===== src/rtl/csc_rgb2ycc.sv =====
// Programmable RGB -> YCbCr converter: signed 3x3 matrix + offsets, shadow/active coefficient banks.
// Optional 4:2:2 chroma pre-averaging when CSC_CHROMA_422_EN is defined.
module csc_rgb2ycc #(
   parameter int DW = 8,
   parameter int FW = 8
) (
   input  logic                 clk,
   input  logic                 reset,
   input  logic [2:0][DW-1:0]   rgb,
   input  logic                 rgb_valid,
   output logic                 rgb_hold,
   input  logic                 frame_valid_in,
   input  logic                 line_valid_in,
   output logic [2:0][DW-1:0]   yuv,
   output logic                 yuv_valid,
   input  logic                 yuv_hold,
   output logic                 frame_valid_out,
   output logic                 line_valid_out,
   input  logic                 coef_wr,
   input  logic [3:0]           coef_addr,
   input  logic signed [FW+1:0] coef_wdata,
   input  logic                 coef_commit,
   output logic                 coef_busy
);

   localparam int CW = FW + 2;
   localparam int OW = DW + 1;
   localparam int PW = DW + FW + 3;
   localparam int SW = DW + FW + 5;
   localparam int RW = DW + 5;
   localparam logic signed [SW-1:0] RND = SW'(1) <<< (FW - 1);

   function automatic logic signed [CW-1:0] mat_rst(input int unsigned i);
      int base;
      case (i)
         0:       base = 77;
         1:       base = 150;
         2:       base = 29;
         3:       base = -43;
         4:       base = -85;
         5:       base = 128;
         6:       base = 128;
         7:       base = -107;
         8:       base = -21;
         default: base = 0;
      endcase
      return CW'(base <<< (FW - 8));
   endfunction

   function automatic logic [DW-1:0] clamp(input logic signed [RW-1:0] x);
      logic [DW-1:0] r;
      if (x[RW-1])
         r = '0;
      else if (|x[RW-2:DW])
         r = '1;
      else
         r = x[DW-1:0];
      return r;
   endfunction

   localparam logic signed [CW-1:0] MAT_RST [9] = '{mat_rst(0), mat_rst(1), mat_rst(2),
                                                    mat_rst(3), mat_rst(4), mat_rst(5),
                                                    mat_rst(6), mat_rst(7), mat_rst(8)};
   localparam logic signed [OW-1:0] OFF_RST [3] = '{OW'(0), OW'(1) << (DW - 1), OW'(1) << (DW - 1)};

   typedef enum logic {IDLE, ARMED} cstate_t;
   cstate_t state, state_nxt;
   logic    commit_go;

   logic signed [CW-1:0] sh_m [9];
   logic signed [CW-1:0] ac_m [9];
   logic signed [CW-1:0] sh_m_nxt [9];
   logic signed [OW-1:0] sh_o [3];
   logic signed [OW-1:0] ac_o [3];
   logic signed [OW-1:0] sh_o_nxt [3];
   logic [1:0]           off_idx;

   logic v0, v1, v2, fv0, fv1, fv2, lv0, lv1, lv2;
   logic signed [PW-1:0] prod_c [9];
   logic signed [PW-1:0] prod [9];
   logic signed [SW-1:0] acc [3];
   logic signed [RW-1:0] row_c [3];
   logic signed [RW-1:0] row [3];
   logic [DW-1:0]        cl [3];
   logic [1:0][DW-1:0]   ch;

   assign rgb_hold  = yuv_hold;
   assign coef_busy = (state == ARMED);
   assign off_idx   = 2'(coef_addr - 4'd9);

   // Writes landing in the transfer cycle itself are merged into what gets copied.
   always_comb begin
      sh_m_nxt = sh_m;
      sh_o_nxt = sh_o;
      if (coef_wr) begin
         if (coef_addr < 4'd9)
            sh_m_nxt[coef_addr] = coef_wdata;
         else if (coef_addr < 4'd12)
            sh_o_nxt[off_idx] = OW'(coef_wdata);
      end
   end

   always_comb begin
      state_nxt = state;
      commit_go = 1'b0;
      case (state)
         IDLE:  if (coef_commit) state_nxt = ARMED;
         ARMED: if (!frame_valid_in && !v0 && !v1 && !v2) begin
            commit_go = 1'b1;
            state_nxt = IDLE;
         end
         default: state_nxt = IDLE;
      endcase
   end

   always_ff @(posedge clk or posedge reset) begin
      if (reset) begin
         state <= IDLE;
         sh_m  <= MAT_RST;
         ac_m  <= MAT_RST;
         sh_o  <= OFF_RST;
         ac_o  <= OFF_RST;
      end else begin
         state <= state_nxt;
         sh_m  <= sh_m_nxt;
         sh_o  <= sh_o_nxt;
         if (commit_go) begin
            ac_m <= sh_m_nxt;
            ac_o <= sh_o_nxt;
         end
      end
   end

   for (genvar k = 0; k < 9; k++) begin : g_prod
      assign prod_c[k] = PW'($signed({1'b0, rgb[k % 3]})) * PW'(ac_m[k]);
   end

   // Offsets are read live at S1; commits only happen with the pipeline empty.
   for (genvar r = 0; r < 3; r++) begin : g_row
      assign acc[r]   = SW'(prod[3*r]) + SW'(prod[3*r+1]) + SW'(prod[3*r+2])
                      + (SW'(ac_o[r]) <<< FW) + RND;
      assign row_c[r] = RW'(acc[r] >>> FW);
      assign cl[r]    = clamp(row[r]);
   end

`ifdef CSC_CHROMA_422_EN
   logic          par, line_start, pix_odd;
   logic [DW-1:0] prev_cb, prev_cr;

   function automatic logic [DW-1:0] avg2(input logic [DW-1:0] a, input logic [DW-1:0] b);
      logic [DW:0] s;
      s = {1'b0, a} + {1'b0, b} + OW'(1);
      return s[DW:1];
   endfunction

   assign line_start = lv1 & ~lv2;
   assign pix_odd    = par & ~line_start;
   assign ch[0]      = pix_odd ? avg2(prev_cb, cl[1]) : cl[1];
   assign ch[1]      = pix_odd ? avg2(prev_cr, cl[2]) : cl[2];

   always_ff @(posedge clk or posedge reset) begin
      if (reset) begin
         par     <= 1'b0;
         prev_cb <= '0;
         prev_cr <= '0;
      end else if (!yuv_hold) begin
         if (line_start)
            par <= v1;
         else if (v1)
            par <= ~par;
         if (v1) begin
            prev_cb <= cl[1];
            prev_cr <= cl[2];
         end
      end
   end
`else
   assign ch[0] = cl[1];
   assign ch[1] = cl[2];
`endif

   always_ff @(posedge clk or posedge reset) begin
      if (reset) begin
         v0   <= 1'b0;
         v1   <= 1'b0;
         v2   <= 1'b0;
         fv0  <= 1'b0;
         fv1  <= 1'b0;
         fv2  <= 1'b0;
         lv0  <= 1'b0;
         lv1  <= 1'b0;
         lv2  <= 1'b0;
         prod <= '{default: '0};
         row  <= '{default: '0};
         yuv  <= '0;
      end else if (!yuv_hold) begin
         v0  <= rgb_valid;
         v1  <= v0;
         v2  <= v1;
         fv0 <= frame_valid_in;
         fv1 <= fv0;
         fv2 <= fv1;
         lv0 <= line_valid_in;
         lv1 <= lv0;
         lv2 <= lv1;
         if (rgb_valid) prod <= prod_c;
         if (v0)        row  <= row_c;
         if (v1)        yuv  <= {ch[1], ch[0], cl[0]};
      end
   end

   assign yuv_valid       = v2;
   assign frame_valid_out = fv2;
   assign line_valid_out  = lv2;

endmodule


===== config.mk =====
export PLATFORM = sky130hd
export DESIGN_NAME = csc_rgb2ycc
export DESIGN_NICKNAME = d
export VERILOG_FILES = /design/src/rtl/csc_rgb2ycc.sv
export SDC_FILE = /design/constraint.sdc
export NUM_CORES = 2
export LEC_CHECK = 0
export ABC_AREA = 1
export CAP_MARGIN = 20
export CORE_ASPECT_RATIO = 0.5
export CORE_MARGIN = 10
export CORE_UTILIZATION = 30
export CTS_BUF_LIST = sky130_fd_sc_hd__clkbuf_8
export DETAILED_ROUTE_END_ITERATION = 16
export SLEW_MARGIN = 20
export SYNTH_ARGS = -nofsm -noshare
export SYNTH_HDL_FRONTEND = slang
export SYNTH_SLANG_ARGS = --single-unit

===== constraint.sdc =====
create_clock -name clk -period 20.3 [get_ports clk]
set_input_delay 3.045 -clock clk [delete_from_list [all_inputs] [get_ports clk]]
set_output_delay 3.045 -clock clk [all_outputs]
set_load 0.01 [all_outputs]

# After elaboration in Yosys (flattened, before gate mapping)
# Cells that the tools add are included.
# W data, S select, Z words.
dict set report totals {
  register_bits 478
}
dict set report op_classes {
  bitwise 4
  n_addsub 13
  n_mux 22
  n_reduce_logical 15
  n_lt_le_gt_ge 6
  multipliers 9
}
# cell n
set ops {}
lappend ops {{$mux W90} 2}
lappend ops {{$mul A9 B10 Y19} 9}
lappend ops {{$bwmux W90} 1}
lappend ops {{$mux W27} 3}
lappend ops {{$add A20 B19 Y21} 3}
lappend ops {{$add A21 B17 Y21} 3}
lappend ops {{$add A21 B9 Y21 const B} 3}
lappend ops {{$add A19 B19 Y20} 3}
lappend ops {{$mux W8} 6}
lappend ops {{$demux W10 S4} 1}
lappend ops {{$bwmux W27} 1}
lappend ops {{$demux W9 S2} 1}
lappend ops {{$reduce_or A4 Y1} 3}
lappend ops {{$mux W10} 1}
lappend ops {{$mux W9} 1}
lappend ops {{$lt A4 B4 Y1 const B} 2}
lappend ops {{$reduce_and A2 Y1} 3}
lappend ops {{$ge A5 B5 Y1 const B} 1}
lappend ops {{$logic_and A1 B1 Y1} 5}
lappend ops {{$lt A5 B1 Y1 const B} 1}
lappend ops {{$not A4 Y5} 1}
lappend ops {{$logic_not A1 Y1} 4}
lappend ops {{$mux W1} 4}
lappend ops {{$ge A3 B3 Y1 const B} 1}
lappend ops {{other kinds (5)} 6}

# Depth between registers and ports, before layout
dict set report depth {
  depth_word 10
  depth_mapped 21
}

# Least setup slack after synthesis
# OpenSTA, ideal clock, no wires.
dict set report synth_timing {
  path_type {input-to-reg}
  start {input port rgb[0] (netlist name)}
  end {register prod[168] (netlist name)}
  path_slack_ns 13.225
  path_stages 17
  t_arrival_ns 6.958
  required_time_ns 20.183
  setup_time_ns 0.117
  path_cell_list {clkbuf_1 > nand2_1 > fa_1 > inv_1 > fa_1 > inv_1 > fa_1 > fa_1 > inv_1 > ha_1 > a21oi_1 > inv_1 > a31oi_1 > nand3_1 > or2_2 > nand3_1 > nand2_1}
}
dict set report synth_via {
  elab_chain_len 1
}
# item line
set synth_lines {}
lappend synth_lines {{start: declaration} 9} ;# input logic [2:0][DW-1:0] rgb,
lappend synth_lines {{$mul A9 B10 Y19} 135} ;# assign prod_c[k] = PW'($signed({1'b0, rgb[k % 3]})) * PW'(ac_m[k]);
lappend synth_lines {{end signal: assignment} 206} ;# if (rgb_valid) prod <= prod_c;
lappend synth_lines {{end: declaration} 80} ;# logic signed [PW-1:0] prod [9];
# No other way between the ends.
# A chain may end at the register's enable or synchronous reset.

# Worst setup path after layout
dict set report layout_timing {
  start {input port yuv_hold}
  end {output port rgb_hold}
}
# item line
set layout_lines {}
lappend layout_lines {{start: declaration} 16} ;# input logic yuv_hold,
lappend layout_lines {{end: declaration} 11} ;# output logic rgb_hold,
# No word-level cell between the ends.

==> metrics.txt <==
fraction of layout cells with a size suffix above 1 6.483%; Post-synth top flop dfrtp_1; die height 315.9 um; WL/cell 15.88 um; crit-path max FO 11; Slew Limit Fails 0; Layout Skew 0.06878 ns; Max Root-Sink Buffers 3; Netlist cell types 39; mux contribution to synthesized area 2.509%; vias in the first global route 39930; synthesized flop and latch total 478; Post-Syn Instances 6528; dominant cell type by area after synthesis fa_1; Vias 39930; adder-cell share of the synthesized area 35.94%; DRT Wirelength 140.6 mm; Vias/cell 4.509; endpoint class of the critical path output port; placed cell count 8694; CTS tree done; Seq/Total Area, Yosys 22.99%; delay-heaviest family, CP buffers and inverters; CTS sink cnt 478; drt first pass iters 8; initial antenna violation count 6; area occupied by multi-input gates 0.03344 mm^2; first-pass GRT wire length 224.9 mm; Placeable Area 0.1738 mm^2; Layout Cells excl Fill 8854; antenna-violating nets left 0; worst path arrival time 4.46 ns; Worst Path Buf+Inv 2; # port buffers 74; largest net degree at the start of global routing 172; Resize count post-CTS 0; Synth Area in Compound Gates 5.618%; RSZ-0062 raised after global routing no; final setup vio count 0; DP HPWL 109.9 mm; synth-to-layout area growth 8.998%; EDFF count, synth 0; Worst Tran Pin Value 1.074 ns; placed cell areas 0.05544 mm^2; GRT overflow 0; Hold Slack 0.4696 ns; DR iter-0 viols 2794; Mean Syn Cell Area 8.045 um^2; CP dominant cell by count clkdlybuf4s50_1; total CTS buffers 84; die width 611.7 um; async set-or-reset flop fraction in the synthesized netlist 100.0%; Initial Utilization 30.22%; hold_buf cts 0; CP Launch Type input port; worst path cell trace clkdlybuf4s50_1 > clkdlybuf4s50_1; Cell Area, Synth 0.05252 mm^2; largest family of logic cells by synthesized area adder cells; Data required, critical path 17.26 ns; Rel. slew slack 28.38%; Fill cells 18390; Post-Synth XOR/XNOR Area 1.734%; CP max stage delay 0.78 ns; worst skew pair latency 0.81 ns; synth top area cells fa_1 26%, dfrtp_1 19%, nand2_1 12%, inv_1 11%, ha_1 9.9%; Synth Area in Simple Gates 17.83%; CTS clk-pin slew, worst paths 0.05 ns; I/O Pins 75; GR Util All Layers 14.52%; final hold vios 0; Ys Warns 0; register area 0.01207 mm^2; DRC 0; post-CTS setup buffers 0; Slowest cell on crit path clkdlybuf4s50_1; Synth top area share 26.07%; design area 0.05724 mm^2; post-synth net total 7672; nets@finish 7614; die footprint 0.1932 mm^2; critical path class in2out; post-route clock period utilization 36.99%; # H-tree levels 3; root buf cell clkbuf_8; Final TNS setup 0 ns; status completed; max-cap viol count 0; fin crit period 7.510 ns; global placement routability congestion 0.9305; worst min path class reg2reg; Fmax 133.2 MHz; Placement Rows 108
cells by family (layout without fill, tap and decap cells):
logic type	after synthesis	in the layout
flip-flops	478	478
XOR/XNOR	104	104
multiplexers	117	117
adder cells (fa/ha/maj)	1098	1098
other	0	4
AND/OR/NAND/NOR	2335	2335
buffers and inverters	1844	1856
AO/OA/AOI/OAI	552	552
path summary, 6_finish.rpt:
| kind | startpoint | endpoint | slack [ns] | cells past startpoint |
|---|---|---|---|---|
| min in group asynchronous | reset | prod[55]$_DFFE_PP0P_ | 2.79 | 2 |
| hold / removal | row[37]$_DFFE_PP0P_ | row[37]$_DFFE_PP0P_ | 0.47 | 2 |
| setup / recovery | yuv_hold | rgb_hold | 12.79 | 2 |
| setup reg to reg | ac_m[59]$_DFFE_PP1P_ | prod[113]$_DFFE_PP0P_ | 15.47 | 17 |
| hold reg to reg | row[37]$_DFFE_PP0P_ | row[37]$_DFFE_PP0P_ | 0.47 | 2 |
| max in group asynchronous | reset | ac_m[35]$_DFFE_PP0P_ | 15.20 | 4 |
per-layer routing:
metal  global-route usage [%]  part of all wire [%]  up-vias
li1                         -                     -    19380
met1                    20.64                    48    19520
met2                    23.00                    44      853
met3                    2.425                   5.6      172
met4                    3.590                   2.3        2
met5                        0                0.0092        -
final cells by class:
type | count | share of cell area [%]
clock inverter | 59 | 0.8065
timing repair buffer | 115 | 1.875
inverter | 1585 | 10.41
tap | 2310 | 5.049
sequential | 478 | 21.09
antenna | 4 | 0.01749
clock buffer | 97 | 2.332
multi-input combinational | 4206 | 58.42
cell usage after synthesis (4+ instances only):
library cell  number
a21oi_1          155
a31oi_1           71
buf_1              7
buf_2             53
buf_6              5
clkbuf_1         192
dfrtp_1          390
dfstp_2           88
fa_1             684
ha_1             414
inv_1           1582
mux2_2           117
nand2_1         1718
nand2_2            4
nand3_1          212
nand3b_1          10
nand4_1           48
nor2_1           264
nor2_2             5
nor3_1            33
o211ai_1           8
o21ai_0          174
o21ai_1          114
o21bai_1          20
or2_2             31
xnor2_1           79
xor2_1            25
through the flow:
step	utilization [%]	setup WS [ns]
final	32.94	12.79
after floorplan	-	4.065
after detailed placement	31.90	12.20
after global placement	31.90	12.23
after CTS	32.94	12.77
after global routing	32.94	12.62
state kept, by name, summed over array words and instances, names as in the netlist:
register         count
row                 39
lv1                  1
fv1                  1
yuv_valid            1
prod               171
ac_m                90
v0                   1
line_valid_out       1
frame_valid_out      1
v1                   1
coef_busy            1
yuv                 24
sh_m                90
sh_o                27
ac_o                27
fv0                  1
lv0                  1
layout by cell type, fill, tap and decap left out, types with 79 or more instances in the layout:
cell type and count:
inv_1 1605, o21ai_1 114, nand2_1 1718, xnor2_1 79, clkbuf_8 97, dfrtp_1 390
ha_1 414, mux2_2 117, o21ai_0 174, nor2_1 263, nand3_1 212, a21oi_1 155
fa_1 684, dfstp_2 88
Power is left out: the tool's default activity adds up to more than one toggle a clock period on the data nets, which glitch-free logic cannot reach.
